## src/rtl/flat_shader_fx.sv

```systemverilog
// Flat-shading unit: edges -> face normal -> optional back-face cull -> N.L -> saturated intensity.
// Latency: done 2*MUL_LAT+12 cycles after accept, MUL_LAT+9 when culled; one job in flight.
// Backpressure: start is ignored while a job is running; next job may be accepted in the done cycle.
module flat_shader_fx #(
    parameter int COORD_W = 16,
    parameter int COLOR_W = 4,
    parameter int MUL_LAT = 2,
    parameter int SHIFT   = 41,
    parameter int AMBIENT = 1
) (
    input  logic                     clk,
    input  logic                     sreset,
    input  logic                     start,
    input  logic                     cull_en,
    input  logic [2:0][COORD_W-1:0]  p1,
    input  logic [2:0][COORD_W-1:0]  p2,
    input  logic [2:0][COORD_W-1:0]  p3,
    input  logic [2:0][COORD_W-1:0]  light,
    output logic                     busy,
    output logic                     done,
    output logic [COLOR_W-1:0]       color,
    output logic                     culled
);

    // Edge, normal, dot-sum and multiplier widths; all exact for full-range inputs.
    localparam int EW = COORD_W + 1;
    localparam int NW = 2*COORD_W + 3;
    localparam int DW = 3*COORD_W + 5;
    localparam int PW = NW + EW;

    localparam logic [7:0] CROSS_LAST = 8'(6 + MUL_LAT - 1);
    localparam logic [7:0] DOT_LAST   = 8'(3 + MUL_LAT - 1);
    localparam logic [7:0] MUL_L8     = 8'(MUL_LAT);

    localparam logic signed [DW-1:0] AMB_S = DW'(AMBIENT);
    localparam logic signed [DW-1:0] MAX_S = DW'((1 << COLOR_W) - 1);

    typedef enum logic [2:0] {
        S_IDLE,
        S_EDGE,
        S_CROSS,
        S_CULLCHK,
        S_DOT,
        S_SHADE
    } state_t;

    state_t state;
    state_t state_nxt;
    logic [7:0] cnt;
    logic       accept;

    logic [2:0][COORD_W-1:0] p1_q;
    logic [2:0][COORD_W-1:0] p2_q;
    logic [2:0][COORD_W-1:0] p3_q;
    logic [2:0][COORD_W-1:0] light_q;
    logic                    cull_q;

    logic signed [EW-1:0] e1 [3];
    logic signed [EW-1:0] e2 [3];
    logic signed [NW-1:0] n  [3];
    logic signed [DW-1:0] d;
    logic                 cull_flag;
    logic                 cull_hit;

    logic signed [NW-1:0] mul_a;
    logic signed [EW-1:0] mul_b;
    logic signed [PW-1:0] prod_pipe [MUL_LAT];
    logic signed [PW-1:0] prod_out;
    logic [7:0]           arr;

    logic signed [DW-1:0] shade_i;
    logic [COLOR_W-1:0]   shade_col;

    assign accept   = (state == S_IDLE) && start;
    assign busy     = (state != S_IDLE) || done;
    assign cull_hit = cull_q && (n[2][NW-1] || (n[2] == '0));
    assign prod_out = prod_pipe[MUL_LAT-1];
    assign arr      = cnt - MUL_L8;

    // State register; reset wins over everything, including a coincident start.
    always_ff @(posedge clk) begin
        if (sreset) state <= S_IDLE;
        else        state <= state_nxt;
    end

    // Next-state logic; CROSS and DOT dwell long enough for the last product to drain.
    always_comb begin
        state_nxt = state;
        case (state)
            S_IDLE:    if (start) state_nxt = S_EDGE;
            S_EDGE:    state_nxt = S_CROSS;
            S_CROSS:   if (cnt == CROSS_LAST) state_nxt = S_CULLCHK;
            S_CULLCHK: state_nxt = cull_hit ? S_SHADE : S_DOT;
            S_DOT:     if (cnt == DOT_LAST) state_nxt = S_SHADE;
            S_SHADE:   state_nxt = S_IDLE;
            default:   state_nxt = S_IDLE;
        endcase
    end

    // Per-state cycle counter, restarted on every state change.
    always_ff @(posedge clk) begin
        if (sreset || (state_nxt != state) || (state == S_IDLE)) cnt <= '0;
        else                                                     cnt <= cnt + 8'd1;
    end

    // Operand select for the shared multiplier: six cross terms, then three N.L terms.
    always_comb begin
        mul_a = '0;
        mul_b = '0;
        if (state == S_CROSS) begin
            case (cnt)
                8'd0: begin mul_a = NW'(e1[1]); mul_b = e2[2]; end
                8'd1: begin mul_a = NW'(e1[2]); mul_b = e2[1]; end
                8'd2: begin mul_a = NW'(e1[2]); mul_b = e2[0]; end
                8'd3: begin mul_a = NW'(e1[0]); mul_b = e2[2]; end
                8'd4: begin mul_a = NW'(e1[0]); mul_b = e2[1]; end
                8'd5: begin mul_a = NW'(e1[1]); mul_b = e2[0]; end
                default: ;
            endcase
        end else if (state == S_DOT) begin
            case (cnt)
                8'd0: begin mul_a = n[0]; mul_b = EW'($signed(light_q[0])); end
                8'd1: begin mul_a = n[1]; mul_b = EW'($signed(light_q[1])); end
                8'd2: begin mul_a = n[2]; mul_b = EW'($signed(light_q[2])); end
                default: ;
            endcase
        end
    end

    // Multiplier pipeline: product registered, then MUL_LAT-1 delay stages.
    always_ff @(posedge clk) begin
        if (sreset) begin
            for (int i = 0; i < MUL_LAT; i++) prod_pipe[i] <= '0;
        end else begin
            prod_pipe[0] <= PW'(mul_a) * PW'(mul_b);
            for (int i = 1; i < MUL_LAT; i++) prod_pipe[i] <= prod_pipe[i-1];
        end
    end

    // Intensity mapping: clamp below at AMBIENT and above at full scale.
    always_comb begin
        shade_i = d >>> SHIFT;
        if (shade_i <= AMB_S)      shade_col = COLOR_W'(AMBIENT);
        else if (shade_i >= MAX_S) shade_col = '1;
        else                       shade_col = shade_i[COLOR_W-1:0];
    end

    // Datapath: latch job, form edges, accumulate normal and dot sum, publish result.
    always_ff @(posedge clk) begin
        if (sreset) begin
            p1_q      <= '0;
            p2_q      <= '0;
            p3_q      <= '0;
            light_q   <= '0;
            cull_q    <= 1'b0;
            for (int k = 0; k < 3; k++) begin
                e1[k] <= '0;
                e2[k] <= '0;
                n[k]  <= '0;
            end
            d         <= '0;
            cull_flag <= 1'b0;
            done      <= 1'b0;
            color     <= '0;
            culled    <= 1'b0;
        end else begin
            done <= 1'b0;
            case (state)
                S_IDLE: begin
                    if (accept) begin
                        p1_q      <= p1;
                        p2_q      <= p2;
                        p3_q      <= p3;
                        light_q   <= light;
                        cull_q    <= cull_en;
                        cull_flag <= 1'b0;
                        color     <= '0;
                        culled    <= 1'b0;
                    end
                end
                S_EDGE: begin
                    for (int k = 0; k < 3; k++) begin
                        e1[k] <= EW'($signed(p2_q[k])) - EW'($signed(p1_q[k]));
                        e2[k] <= EW'($signed(p3_q[k])) - EW'($signed(p1_q[k]));
                    end
                end
                S_CROSS: begin
                    if (cnt >= MUL_L8) begin
                        case (arr)
                            8'd0: n[0] <= $signed(prod_out[NW-1:0]);
                            8'd1: n[0] <= n[0] - $signed(prod_out[NW-1:0]);
                            8'd2: n[1] <= $signed(prod_out[NW-1:0]);
                            8'd3: n[1] <= n[1] - $signed(prod_out[NW-1:0]);
                            8'd4: n[2] <= $signed(prod_out[NW-1:0]);
                            8'd5: n[2] <= n[2] - $signed(prod_out[NW-1:0]);
                            default: ;
                        endcase
                    end
                end
                S_CULLCHK: begin
                    cull_flag <= cull_hit;
                    d         <= '0;
                end
                S_DOT: begin
                    if (cnt >= MUL_L8) d <= d + DW'(prod_out);
                end
                S_SHADE: begin
                    done <= 1'b1;
                    if (cull_flag) begin
                        color  <= '0;
                        culled <= 1'b1;
                    end else begin
                        color  <= shade_col;
                        culled <= 1'b0;
                    end
                end
                default: ;
            endcase
        end
    end

endmodule
```

## config.mk

```make
export PLATFORM = sky130hd
export DESIGN_NAME = flat_shader_fx
export DESIGN_NICKNAME = d
export VERILOG_FILES = /design/src/rtl/flat_shader_fx.sv
export SDC_FILE = /design/constraint.sdc
export NUM_CORES = 2
export LEC_CHECK = 0
export ABC_AREA = 1
export ABC_CLOCK_PERIOD_IN_PS = 19700
export BUFFER_PORTS_ARGS = -buffer_cell sky130_fd_sc_hd__buf_2
export CAP_MARGIN = 20
export CORE_UTILIZATION = 50
export CTS_CLUSTER_DIAMETER = 150
export DETAILED_ROUTE_END_ITERATION = 8
export GPL_TIMING_DRIVEN = 1
export PLACE_DENSITY = 0.66
export RECOVER_POWER = 100
export SLEW_MARGIN = 20
export SYNTH_ARGS = -nofsm -noshare
export SYNTH_HDL_FRONTEND = slang
export SYNTH_SLANG_ARGS = --single-unit
```

## constraint.sdc

```tcl
create_clock -name clk -period 19.7 [get_ports clk]
set_input_delay 0.985 -clock clk [delete_from_list [all_inputs] [get_ports clk]]
set_output_delay 0.985 -clock clk [all_outputs]
set_load 0.1 [all_outputs]
```

==> flow_summary.ini <==
[yosys]
avg_inst_size_synth_sq_um = 7.060
post_synth_main_area_contributors = fa_1 19%, nand2_1 13%, dfxtp_1 12%, edfxtp_1 10%, inv_1 10%
net_count_synth = 9619
post_synthesis_sequential_element_count = 575
synthCells = 8470
synth_enable_flop_cells = 207
number_of_warnings_printed_during_yosys_synthesis = 0
leading_area_contributor_after_synthesis = fa_1
library_cells_used_by_synthesis = 57
synthFlopType = dfxtp_1
async_flop_share_pct = 0
yosysSeqAreaShare_pct = 22.72
synth_largest_type_area_fraction_pct = 19.32
synthesis.area_sq_um = 59790

[global_routing]
pin_count_of_the_biggest_net_entering_global_routing = 111
grt.overflow.total = 0
first_global_vias = 55491
track_usage_pct = 37.67
grt_antenna_before_repair = 6
first_pass_grt_wire_length_microns = 342400

[detailed_routing]
initialDrtViolationCount = 6161
met3_wirelength_from_detailed_routing_microns = 21450
post_route_drc = 0
detail_route.vias_per_cell = 5.669
num_vias = 57701
routedLengthMet1_microns = 94490
top_signal_layer_used = met5
dr.pass1.iters = 9
drt-wirelength-per-cell_microns = 22.61
wl_met2_microns = 100200
totalWireLength_microns = 230100
antenna_violating_nets_post_route = 0

[placement]
dp_hpwl_microns = 186200
dp.cells = 10048
buffer_ports.inserted = 202
gp_routability_congestion = 1.072

[die]
count_of_pins_on_the_block_boundary = 203
die_width_microns = 347.8
die_h_microns = 347.8
floorplan.core_area_sq_um = 118200
std_cell_rows = 126
start_util_pct = 50.57
die_area_sq_um = 121000

[setup_path]
crit_top_cell = inv_1
regToRegSetupSlack_ns = 6.32
cp-end-kind = flop
critPathKind = reg2reg
critical_path.max_fanout = 43
cp-start-kind = flop
largest_stage_delay_on_the_critical_path_ns = 2.04
worst-r2r-cell-count = 29
worst-endpoint-arrival_ns = 13.97
critical_path.reg2reg.startpoint = cnt[1]$_SDFF_PP0_
timing.critical_path.required_ns = 20.29
worst_r2r_endpoint = prod_pipe[0][22]$_SDFF_PP0_
critical-path-slowest-cell = clkbuf_1

[clock_network]
clkTransAtPathRegs_ns = 0.06
post_cts.resized_instances = 0
clock_sinks = 575
clock_insertion_delay_worst_skew_ns = 0.68
cts_setup_buffers = 0
holdBufCountCts = 0
tritoncts = built
h-tree-depth = 3
cts.path.max_buffers = 3
cts.root.buffer_cell = clkbuf_16
cts_made_buffers = 71

[final_layout]
finalCoreUtilization_pct = 54.75
synthToLayoutAreaGrowth_pct = 8.255
antenna_cells = 0
mostFrequentLayoutCell = nand2_1
final_cell_mix = 2028 x nand2_1, 1599 x inv_1, 919 x nor2_1
layout-drive-gt1-share_pct = 5.276
nNetsFinal = 9734
finish.cell_count_without_fillers = 10179

[timing]
worst_clock_skew_ns = 0.04013
timing.final.crit_share_pct = 67.94
min_period_ns = 13.38
timing_hold_violations_final = 0
worstMarginPinSlew_ns = 3.711
final-setup-viol-count = 0
slew_headroom_pct = -147.4
final_total_negative_setup_slack_ns = 0
grt_setup_unrepaired = no
slew_viol_final = 964
clock.fmax_mhz = 74.71

[hold_path]
timing.hold.worst.class = reg2reg
holdCritStartpoint = prod_pipe[0][14]$_SDFF_PP0_
worst_hold_path.endpoint = prod_pipe[0][66]$_SDFF_PP0_
min_path_cells = 2

[run_status]
outcome = complete, but fails checks
failing_checks = capacitance limit, slew limit

[power_and_ir_drop]
power.leakage_uw = 0.03216
intPower_uw = 2431
power.density_cell_area_nw_per_um2 = 57.69
vdd_drop_max_mv = 0.07320
comb_pwr_share_pct = 25.6
p_seq_share_pct = 36.4
switchingPower_uw = 1304
clock_power_share_pct = 38.0
swShare_pct = 34.91

[job]
maxCapViolations = 19
-- through the flow --
step / cell area, sq um / hold slack, ns / power (uW) / setup slack (ns)
2_1_floorplan: 59790 / 0.3883 / 1987 / 12.91
3_3_place_gp: 62360 / 0.3905 / 2299 / 10.51
3_5_place_dp: 62360 / 0.3933 / 2309 / 10.42
4_1_cts: 64860 / 0.3809 / 3721 / 10.37
5_1_grt: 64730 / 0.4007 / 3888 / 6.163
6_report: 64730 / 0.3770 / 3734 / 6.316
-- cell type report --
| type | instances | area [sq um] |
|---|---|---|
| sequential | 575 | 13580 |
| multi-input combinational | 6036 | 39100 |
| inverter | 1621 | 6086 |
| clock inverter | 37 | 508.0 |
| tap | 1536 | 1922 |
| timing repair buffer | 280 | 1534 |
| clock buffer | 94 | 1996 |
| fill | 11673 | 53510 |
-- Yosys cell counts, types with 13 or more instances --
cell type / n
nand2_1: 2029
a21o_1: 33
xor2_1: 39
nor3_1: 51
nand3_1: 487
xnor2_1: 15
edfxtp_1: 207
a31oi_1: 24
o211ai_1: 13
buf_2: 67
o21a_1: 48
fa_1: 577
o21ai_0: 408
o31ai_1: 13
nand4_1: 63
o21bai_1: 34
nand3b_1: 15
nor2_1: 920
inv_1: 1595
dfxtp_1: 368
clkbuf_1: 153
or2_2: 37
inv_2: 18
a21oi_1: 749
ha_1: 376
nor4_1: 17
-- registers in the layout, summed over array words and instances, names as in the netlist, 3 cells and up --
signal and flops:
n 105, prod_pipe 104, d 53, e1 51
e2 51, light_q 48, p1_q 48, p2_q 48
p3_q 48, cnt 8, color 4, state 3
-- power by group through the flow --
stage	registers [uW]	logic, uW	clock network (uW)
6_report	1360	958	1420
2_1_floorplan	1350	633	0
3_5_place_dp	1380	928	0
3_3_place_gp	1380	919	0
4_1_cts	1360	934	1430
5_1_grt	1360	1050	1480
-- cell families (layout without fill, tap and decap cells) --
group                      after synthesis  count (layout)  share of synthesized area [%]
and+or+nand+nor                       3648            3648                          24.82
buffers and inverters                 1859            2032                          11.87
AOI/OAI and AO/OA                     1381            1381                          12.62
adders and majority gates              953             953                          27.19
DFF                                    575             575                          22.72
xor gates and xnor gates                54              54                         0.7910
-- per-layer routing --
metal  vias to the layer above  GRT usage, %
met5                         -             0
met4                        10         19.36
met3                       565         6.978
met2                      2840         58.46
met1                     27479         50.16
li1                      26807             -
-- critical path, delay by kind of cell, from the launching register on --
family | cells | cell delay [ns]
adder cells (fa/ha/maj) | 8 | 3.47
AO/OA/AOI/OAI | 6 | 3.09
buffers and inverters | 10 | 5.11
flip-flops | 1 | 0.34
AND/OR/NAND/NOR | 5 | 1.22
-- worst max path at each step --
| stage | from | to | slack [ns] |
|---|---|---|---|
| floorplan | cnt[1]$_SDFF_PP0_ | prod_pipe[0][47]$_SDFF_PP0_ | 12.91 |
| global placement | cnt[1]$_SDFF_PP0_ | prod_pipe[0][45]$_SDFF_PP0_ | 10.51 |
| detailed placement | cnt[1]$_SDFF_PP0_ | prod_pipe[0][37]$_SDFF_PP0_ | 10.42 |
| CTS | cnt[1]$_SDFF_PP0_ | prod_pipe[0][37]$_SDFF_PP0_ | 10.37 |
| global route | cnt[1]$_SDFF_PP0_ | prod_pipe[0][22]$_SDFF_PP0_ | 6.16 |
| finish | cnt[1]$_SDFF_PP0_ | prod_pipe[0][22]$_SDFF_PP0_ | 6.32 |
Power figures use the tool's default switching activity.
